### config.mk
export PLATFORM = sky130hd
export DESIGN_NAME = program_memory_flat
export DESIGN_NICKNAME = d
export VERILOG_FILES = /design/src/rtl/cpu_mem_pkg.sv /design/src/rtl/program_memory_if.sv /design/src/rtl/mem16x8.sv /design/src/rtl/program_memory.sv /design/src/flat_wrapper.sv
export SDC_FILE = /design/constraint.sdc
export NUM_CORES = 1
export LEC_CHECK = 0
export ABC_CLOCK_PERIOD_IN_PS = 5600
export BUFFER_PORTS_ARGS = -buffer_cell sky130_fd_sc_hd__buf_4
export CAP_MARGIN = 10
export CORE_ASPECT_RATIO = 1.2
export CORE_MARGIN = 8
export CORE_UTILIZATION = 60
export CTS_CLUSTER_SIZE = 24
export DETAILED_ROUTE_END_ITERATION = 6
export MAX_ROUTING_LAYER = met4
export PLACE_DENSITY = 0.88
export REMOVE_ABC_BUFFERS = 1
export SYNTH_ARGS = -nofsm -noshare
export SYNTH_HDL_FRONTEND = slang
export SYNTH_HIERARCHICAL = 1
export SYNTH_SLANG_ARGS = --single-unit
### constraint.sdc
create_clock -name clk -period 5.6 [get_ports clk]
set_input_delay 0.56 -clock clk [delete_from_list [all_inputs] [get_ports clk]]
set_output_delay 0.56 -clock clk [all_outputs]
set_load 0.005 [all_outputs]
### src/rtl/cpu_mem_pkg.sv
// cpu_mem_pkg: shared sizes and state encoding for program_memory (rev 1.0)
`default_nettype none

package cpu_mem_pkg;

  localparam int MEM_DEPTH = 16;
  localparam int ADDR_W    = 4;
  localparam int DATA_W    = 8;

  typedef enum logic [1:0] {
    IDLE    = 2'd0,
    LOAD    = 2'd1,
    RELEASE = 2'd2,
    RUN     = 2'd3
  } mem_state_t;

endpackage

`default_nettype wire

### src/rtl/program_memory_if.sv
// program_memory_if: CPU memory port, host load port and debug peek port (rev 1.0)
`default_nettype none

interface program_memory_if;
  import cpu_mem_pkg::*;

  logic              read;
  logic              write;
  logic [ADDR_W-1:0] address;
  logic [DATA_W-1:0] memoryIn;
  logic [DATA_W-1:0] memoryOut;
  logic              cpu_reset;
  logic              load_start;
  logic              load_valid;
  logic [DATA_W-1:0] load_data;
  logic              load_ready;
  logic              load_done;
  logic [ADDR_W-1:0] dbg_addr;
  logic [DATA_W-1:0] dbg_data;

  modport slave (
    input  read, write, address, memoryIn,
    input  load_start, load_valid, load_data, dbg_addr,
    output memoryOut, cpu_reset, load_ready, load_done, dbg_data
  );

  modport master (
    output read, write, address, memoryIn,
    output load_start, load_valid, load_data, dbg_addr,
    input  memoryOut, cpu_reset, load_ready, load_done, dbg_data
  );

endinterface

`default_nettype wire

### src/rtl/mem16x8.sv
// mem16x8: 16x8 array, one synchronous write port, two asynchronous read ports (rev 1.0)
`default_nettype none

module mem16x8
  import cpu_mem_pkg::*;
(
  input  logic              clk,
  input  logic              we_i,
  input  logic [ADDR_W-1:0] waddr_i,
  input  logic [DATA_W-1:0] wdata_i,
  input  logic [ADDR_W-1:0] raddr_a_i,
  output logic [DATA_W-1:0] rdata_a_o,
  input  logic [ADDR_W-1:0] raddr_b_i,
  output logic [DATA_W-1:0] rdata_b_o
);

  // No reset: contents must survive a reset that aborts a load.
  logic [DATA_W-1:0] mem_q [MEM_DEPTH];

  always_ff @(posedge clk) begin
    if (we_i) begin
      mem_q[waddr_i] <= wdata_i;
    end
  end

  assign rdata_a_o = mem_q[raddr_a_i];
  assign rdata_b_o = mem_q[raddr_b_i];

endmodule

`default_nettype wire

### src/rtl/program_memory.sv
// program_memory: CPU program/data memory with host image loader that holds the CPU in reset while loading (rev 1.0)
`default_nettype none

module program_memory
  import cpu_mem_pkg::*;
#(
  parameter int LOAD_WORDS = 16
) (
  input  logic            clk,
  input  logic            reset,
  program_memory_if.slave bus
);

  localparam logic [ADDR_W-1:0] LAST_PTR = ADDR_W'(LOAD_WORDS - 1);

  mem_state_t        state_q, state_d;
  logic [ADDR_W-1:0] wr_ptr_q, wr_ptr_d;
  logic              load_accept;
  logic              mem_we;
  logic [ADDR_W-1:0] mem_waddr;
  logic [DATA_W-1:0] mem_wdata;
  logic [DATA_W-1:0] cpu_rdata;

  assign load_accept = (state_q == LOAD) && bus.load_valid;

  always_ff @(posedge clk or negedge reset) begin
    if (!reset) begin
      state_q  <= IDLE;
      wr_ptr_q <= '0;
    end else begin
      state_q  <= state_d;
      wr_ptr_q <= wr_ptr_d;
    end
  end

  always_comb begin
    state_d  = state_q;
    wr_ptr_d = wr_ptr_q;
    case (state_q)
      IDLE, RUN: begin
        if (bus.load_start) begin
          state_d  = LOAD;
          wr_ptr_d = '0;
        end
      end
      LOAD: begin
        // Final byte leaves LOAD before the pointer could pass LAST_PTR.
        if (load_accept) begin
          if (wr_ptr_q == LAST_PTR) begin
            state_d  = RELEASE;
            wr_ptr_d = '0;
          end else begin
            wr_ptr_d = wr_ptr_q + ADDR_W'(1);
          end
        end
      end
      RELEASE: state_d = RUN;
      default: state_d = IDLE;
    endcase
  end

  always_comb begin
    mem_we    = 1'b0;
    mem_waddr = bus.address;
    mem_wdata = bus.memoryIn;
    if (state_q == LOAD) begin
      mem_we    = bus.load_valid;
      mem_waddr = wr_ptr_q;
      mem_wdata = bus.load_data;
    end else if (state_q == RUN) begin
      mem_we    = bus.write;
    end
  end

  mem16x8 u_mem (
    .clk       (clk),
    .we_i      (mem_we),
    .waddr_i   (mem_waddr),
    .wdata_i   (mem_wdata),
    .raddr_a_i (bus.address),
    .rdata_a_o (cpu_rdata),
    .raddr_b_i (bus.dbg_addr),
    .rdata_b_o (bus.dbg_data)
  );

  assign bus.memoryOut  = ((state_q == RUN) && bus.read) ? cpu_rdata : '0;
  assign bus.cpu_reset  = (state_q != RUN);
  assign bus.load_ready = (state_q == LOAD);
  assign bus.load_done  = (state_q == RELEASE);

endmodule

`default_nettype wire

### src/flat_wrapper.sv
// flat-port wrapper written by rule: the top's interface ports become plain ports
module program_memory_flat import cpu_mem_pkg::*;
#(
  parameter int LOAD_WORDS = 16
)
  (clk, reset, bus_read, bus_write, bus_address, bus_memoryIn, bus_load_start, bus_load_valid, bus_load_data, bus_dbg_addr, bus_memoryOut, bus_cpu_reset, bus_load_ready, bus_load_done, bus_dbg_data);
  program_memory_if bus_i ();
  input  logic clk;
  input  logic reset;
  input wire logic [$bits(bus_i.read)-1:0] bus_read;
  input wire logic [$bits(bus_i.write)-1:0] bus_write;
  input wire logic [$bits(bus_i.address)-1:0] bus_address;
  input wire logic [$bits(bus_i.memoryIn)-1:0] bus_memoryIn;
  input wire logic [$bits(bus_i.load_start)-1:0] bus_load_start;
  input wire logic [$bits(bus_i.load_valid)-1:0] bus_load_valid;
  input wire logic [$bits(bus_i.load_data)-1:0] bus_load_data;
  input wire logic [$bits(bus_i.dbg_addr)-1:0] bus_dbg_addr;
  output wire logic [$bits(bus_i.memoryOut)-1:0] bus_memoryOut;
  output wire logic [$bits(bus_i.cpu_reset)-1:0] bus_cpu_reset;
  output wire logic [$bits(bus_i.load_ready)-1:0] bus_load_ready;
  output wire logic [$bits(bus_i.load_done)-1:0] bus_load_done;
  output wire logic [$bits(bus_i.dbg_data)-1:0] bus_dbg_data;
  assign bus_i.read = bus_read;
  assign bus_i.write = bus_write;
  assign bus_i.address = bus_address;
  assign bus_i.memoryIn = bus_memoryIn;
  assign bus_i.load_start = bus_load_start;
  assign bus_i.load_valid = bus_load_valid;
  assign bus_i.load_data = bus_load_data;
  assign bus_i.dbg_addr = bus_dbg_addr;
  assign bus_memoryOut = bus_i.memoryOut;
  assign bus_cpu_reset = bus_i.cpu_reset;
  assign bus_load_ready = bus_i.load_ready;
  assign bus_load_done = bus_i.load_done;
  assign bus_dbg_data = bus_i.dbg_data;
  program_memory #(.LOAD_WORDS(LOAD_WORDS)) u_core (.clk(clk), .reset(reset), .bus(bus_i));
endmodule
**Word-level counts from Yosys, hierarchy flattened**

Memories as Yosys holds them, arrays and structs flattened.
Index checks and enable logic that the tools add are counted.

- Bits in registers: 6
- Memory bits (writable): 128
- Input port bits: 30
- Output and inout port bits: 19
- Logic and storage cells: 34
- Memories kept: 1

- Add/sub/neg operators: 1
- Equality and inequality tests: 8
- Multiplexer cells: 15
- Reduce and logical (&&, ||, !) cells: 7

Memories:

| memory | words | width | rd ports | clocked after memory_dff | wr ports | RTL line | RTL |
|---|---|---|---|---|---|---|---|
| u_core.u_mem.mem_q | 16 | 8 | 2 | 0 | 1 | mem16x8.sv:18 | `logic [DATA_W-1:0] mem_q [MEM_DEPTH];` |

Operators with widths:

| kind | number |
|---|---|
| 4-bit two-way mux | 4 |
| 8-bit two-way mux | 2 |
| 4-bit one-hot mux with 2 select lines | 1 |
| 2-bit two-way mux | 3 |
| 2-bit one-hot mux with 3 select lines | 1 |
| 3-bit AND reduction | 2 |
| 4-bit by 1-bit adder with 4-bit output, second input constant | 1 |
| 2-bit == test, second input constant | 2 |
| 4-bit == test, second input constant | 1 |
| 1-bit two-way mux | 4 |
| 2-bit by 1-bit inequality test with 1-bit output, second input constant | 2 |
| 2-bit inequality test, second input constant | 2 |
| 2-bit by 1-bit == test with 1-bit output, second input constant | 1 |
| 1-bit logical AND | 2 |
| 2-bit logical NOT | 1 |
| 2-bit nonzero test | 1 |
| 2-bit OR reduction | 1 |

**Depth between registers and ports, before layout**

- Depth in word-level cells: 5
- Gate-level depth with buffers: 7
- Depth with buffers taken out: 6

**Cells and area by module**

The synthesis kept the hierarchy.

Modules (own cells, without submodules):

| module | times used | cells an instance | area an instance (um^2) | sequential area each (um^2) |
|---|---|---|---|---|
| mem16x8 | 1 | 291 | 6025.8 | 3843.7 |
| program_memory | 1 | 68 | 601.8 | 150.1 |

**Least setup slack after synthesis**

Ideal clock, no wire load.

- Path kind: register -> register
- Start: register u_core.state_q[1]
- End: memory u_core.u_mem.mem_q[0][0], enable pin
- Setup time: 0.383 ns
- Arrival time: 2.331 ns
- Data required time: 5.217 ns
- Slack: 2.885 ns
- Cell stages (with the launch flop): 7
- Buffers on the path: 1
- Clock period less this slack: 2.715 ns
- Cells stage by stage: dfrtp_1 > inv_1 > ha_1 > buf_4 > mux2_2 > or3b_2 > nor3_1

- Elaborated cells between the ends (all ways): 7
- Classes of those cells: eq/ne: 2; mux: 5

RTL lines:

| what | RTL line | RTL |
|---|---|---|
| from (decl) | program_memory.sv:16 | `mem_state_t state_q, state_d;` |
| from (signal assigned) | program_memory.sv:31 | `state_q <= state_d;` |
| 2-bit by 1-bit == test with 1-bit output | n/a |  |
| via bus_load_ready | flat_wrapper.sv:20 | `output wire logic [$bits(bus_i.load_ready)-1:0] bus_load_ready;` |
| 4-bit two-way mux | program_memory.sv:66 | `if (state_q == LOAD) begin` |
| via u_core.mem_waddr[3] | program_memory.sv:20 | `logic [ADDR_W-1:0] mem_waddr;` |
| to (decl) | mem16x8.sv:18 |  |

The timed path passes the listed nets, and every way through them passes these cells.

**Worst setup path in the final report**

- Start: register u_core.state_q[1]
- End: memory u_core.u_mem.mem_q[1][3], enable pin

- Elaborated cells between the ends (all ways): 7
- Classes of those cells: eq/ne: 2; mux: 5

RTL lines:

| what | RTL line |
|---|---|
| 2-bit by 1-bit == test with 1-bit output | program_memory.sv:66 |
| 4-bit two-way mux | program_memory.sv:66 |
| via u_core.mem_waddr[2] | program_memory.sv:20 |

The timed path passes the listed nets, and every way through them passes these cells.

==> results.cfg <==
[synthesis]
netlist-cell-type-count = 34
synth_area_mm2 = 0.006628
synthCells = 359
ys_seq_area_frac = 0.6026
synth_edf_count = 128
syn-mean-instance-area_um2 = 18.46
yosysTopAreaCell = edfxtp_1
synthFlopType = edfxtp_1
async_flop_share = 0.04478
synth_seq_cells = 134
synth_top_area_share = 0.5800
yosys_warnings = 6
synth_top_cells_by_area = edfxtp_1, mux4_2, mux4_1

[power_and_ir_drop]
ir_drop_uv = 384.1
p_leak_nw = 2.669
finalPower_w = 0.002944
p_sw_frac = 0.2714
p_per_area_mw_per_mm2 = 390.4
power_frac_comb = 0.200
p_sw_w = 0.0007989
internal-power_w = 0.002145
p_seq_frac = 0.449
clock_power_share = 0.351

[worst_setup_path]
worstSetupStartpoint = u_core/state_q[1]
r2r_slack_ns = 2.30
arrival_ns = 3.33
cpPeakStageDelay_ns = 0.77
slowest_stage = ha_1
end_kind = flip-flop
cp_cell_sequence = inv_1 > ha_1 > mux2_2 > or3b_2 > nor2_1
cp-start-kind = flip-flop
critPathMaxFanout = 24
worstPathRequired_ns = 5.64
critical_path_class = flip-flop to flip-flop
r2r.worst_path.cells = 5
r2r_start = u_core/state_q[1]
rr_endpoint = u_core/u_mem/mem_q[1][3]
cp-endpoint = u_core/u_mem/mem_q[1][3]

[placement]
gp_congestion = 0.9668
dp_cells = 518
portBuffers = 48
preCtsSetupSlack_ns = 2.058
hpwl_um = 10080

[cells_and_area]
multi_input_area_mm2 = 0.002425
finalNonFillerCells = 551
layout_commonest_cell = edfxtp_1
most-common-layout-cells = edfxtp_1, buf_4, mux4_2
diodes = 0
drive_gt1_frac = 0.3103
seq_area_mm2 = 0.003994
fillerInstances = 647
area_delta_synth_final_pct = 13.78
layout.nets = 442

[die]
row_count = 42
core_area_mm2 = 0.01088
dieArea_mm2 = 0.01468
die-height_um = 131.1
io-pin-count = 49
die_w_um = 111.9
start_util = 0.6093

[timing]
tightest_slew_ns = 1.125
min_period_over_period = 0.5887
finalHoldViolations = 0
whs_ns = 0.4558
setup_violations = 0
final_max_slew_viol_count = 0
grt_setup_unrepaired = false
clock_skew_ns = 0.008343
relSlewSlack = 0.2473
max_freq_mhz = 303.4
finalWorstSetupSlack_ns = 2.304
fin_tns_setup_ns = 0
fin_crit_ns = 3.296

[route]
drc = 0
wirelength_um = 16300
dr_total_vias = 4100
avgViaCountPerCell = 7.441
drt_iter0_drc = 523
detail-route-antenna-nets = 0
dr.pass1.iters = 5
wl_per_cell_um = 29.58

[grt]
grt_overflow = 0
antenna_found_initial = 0
grt_max_degree = 34
grt_pass1_vias = 4176
grt_pass1_wl_um = 24960
grt_use_total = 0.2363

[clock_network]
clk_latency_ns = 0.42
cts_resized = 0
clk_path_buf_depth = 2
clkTransAtPathRegs_ns = 0.05
cts.sinks = 134
htreeDepth = 4
cts_tree = yes
cts_root_buf = clkbuf_16
numCtsBuffers = 17

[status]
status = complete, no violations

[worst_hold_path]
hold_path.class = input port to flip-flop

[run]
maxCapViolations = 0
-- cells by family after synthesis --
kind of cell	Yosys count	synth area share
adder cells (fa/ha/maj)	4	0.007552
flip-flops	134	0.6026
multiplexers	76	0.2545
buffers and inverters	28	0.03228
AND/OR/NAND/NOR	72	0.05494
AO/OA/AOI/OAI	45	0.04814
-- layer usage --
layer,wire [um],global-route usage,vias to the layer above
li1,-,-,1637
met4,671,0.1127,0
met2,7960,0.3663,359
met1,5963,0.2873,2039
met3,1702,0.05912,65
met5,0,-,-
-- cell usage after synthesis, types with 3 or more instances --
master,instances
a22oi_1,32
and2b_1,3
and3_1,8
buf_2,6
buf_4,3
buf_6,7
clkdlybuf4s25_2,6
dfrtp_1,6
edfxtp_1,128
ha_1,4
inv_1,6
mux2_2,12
mux4_1,28
mux4_2,34
nand2_1,24
nand3_1,4
nor2_1,14
nor3_1,4
o21ai_0,7
-- power by group through the flow --
stage | logic, W | registers [W] | clock network, W
after floorplan | 0.000354 | 0.00132 | 0
after global placement | 0.000543 | 0.00132 | 0
after detailed placement | 0.000571 | 0.00134 | 0
after CTS | 0.000579 | 0.00132 | 0.00104
after global routing | 0.000632 | 0.00133 | 0.00108
final | 0.000589 | 0.00132 | 0.00103
-- registers in the layout (all words and copies together), names as in the netlist --
name	count
u_core/u_mem/mem_q	128
u_core/wr_ptr_q	4
u_core/state_q	2
-- worst max-delay path, delay by kind of cell, from the launching register on --
kind	cells	cell delay, ns
DFF	1	0.41
and+or+nand+nor	2	1.21
buffers and inverters	1	0.07
adders and majority gates	1	0.77
muxes	1	0.44
-- final cells by class --
class | count | share of cell area
clock inverter | 11 | 0.01477
clock buffer | 19 | 0.05741
tap | 132 | 0.02190
multi-input combinational | 197 | 0.3216
inverter | 6 | 0.002987
timing repair buffer | 52 | 0.05177
sequential | 134 | 0.5296
-- how the worst min path moves through the flow --
stage / from / end / slack (ns) / depth (start not counted)
5_1_grt: bus_load_start / u_core/state_q[1] / 0.44 / 3
3_5_place_dp: reset / u_core/wr_ptr_q[0] / 0.38 / 1
2_1_floorplan: reset / u_core/state_q[0] / 0.26 / 0
3_3_place_gp: reset / u_core/state_q[1] / 0.37 / 1
6_report: bus_load_start / u_core/state_q[1] / 0.46 / 3
4_1_cts: bus_load_start / u_core/state_q[1] / 0.45 / 3
-- repair_timing --
action / in CTS / in global routing
hold endpoints to repair: 6 / 0
setup buffers: 0 / 0
endpoints found under the setup margin: 0 / 0
hold buffers: 1 / 0
-- per-stage QoR --
step	cell area [um^2]	util
6_report	7541	0.6932
5_1_grt	7541	0.6932
4_1_cts	7528	0.6921
3_5_place_dp	6974	0.6411
3_3_place_gp	6974	0.6411
2_1_floorplan	6436	-
Note: power is estimated with default switching activity, not from simulation.
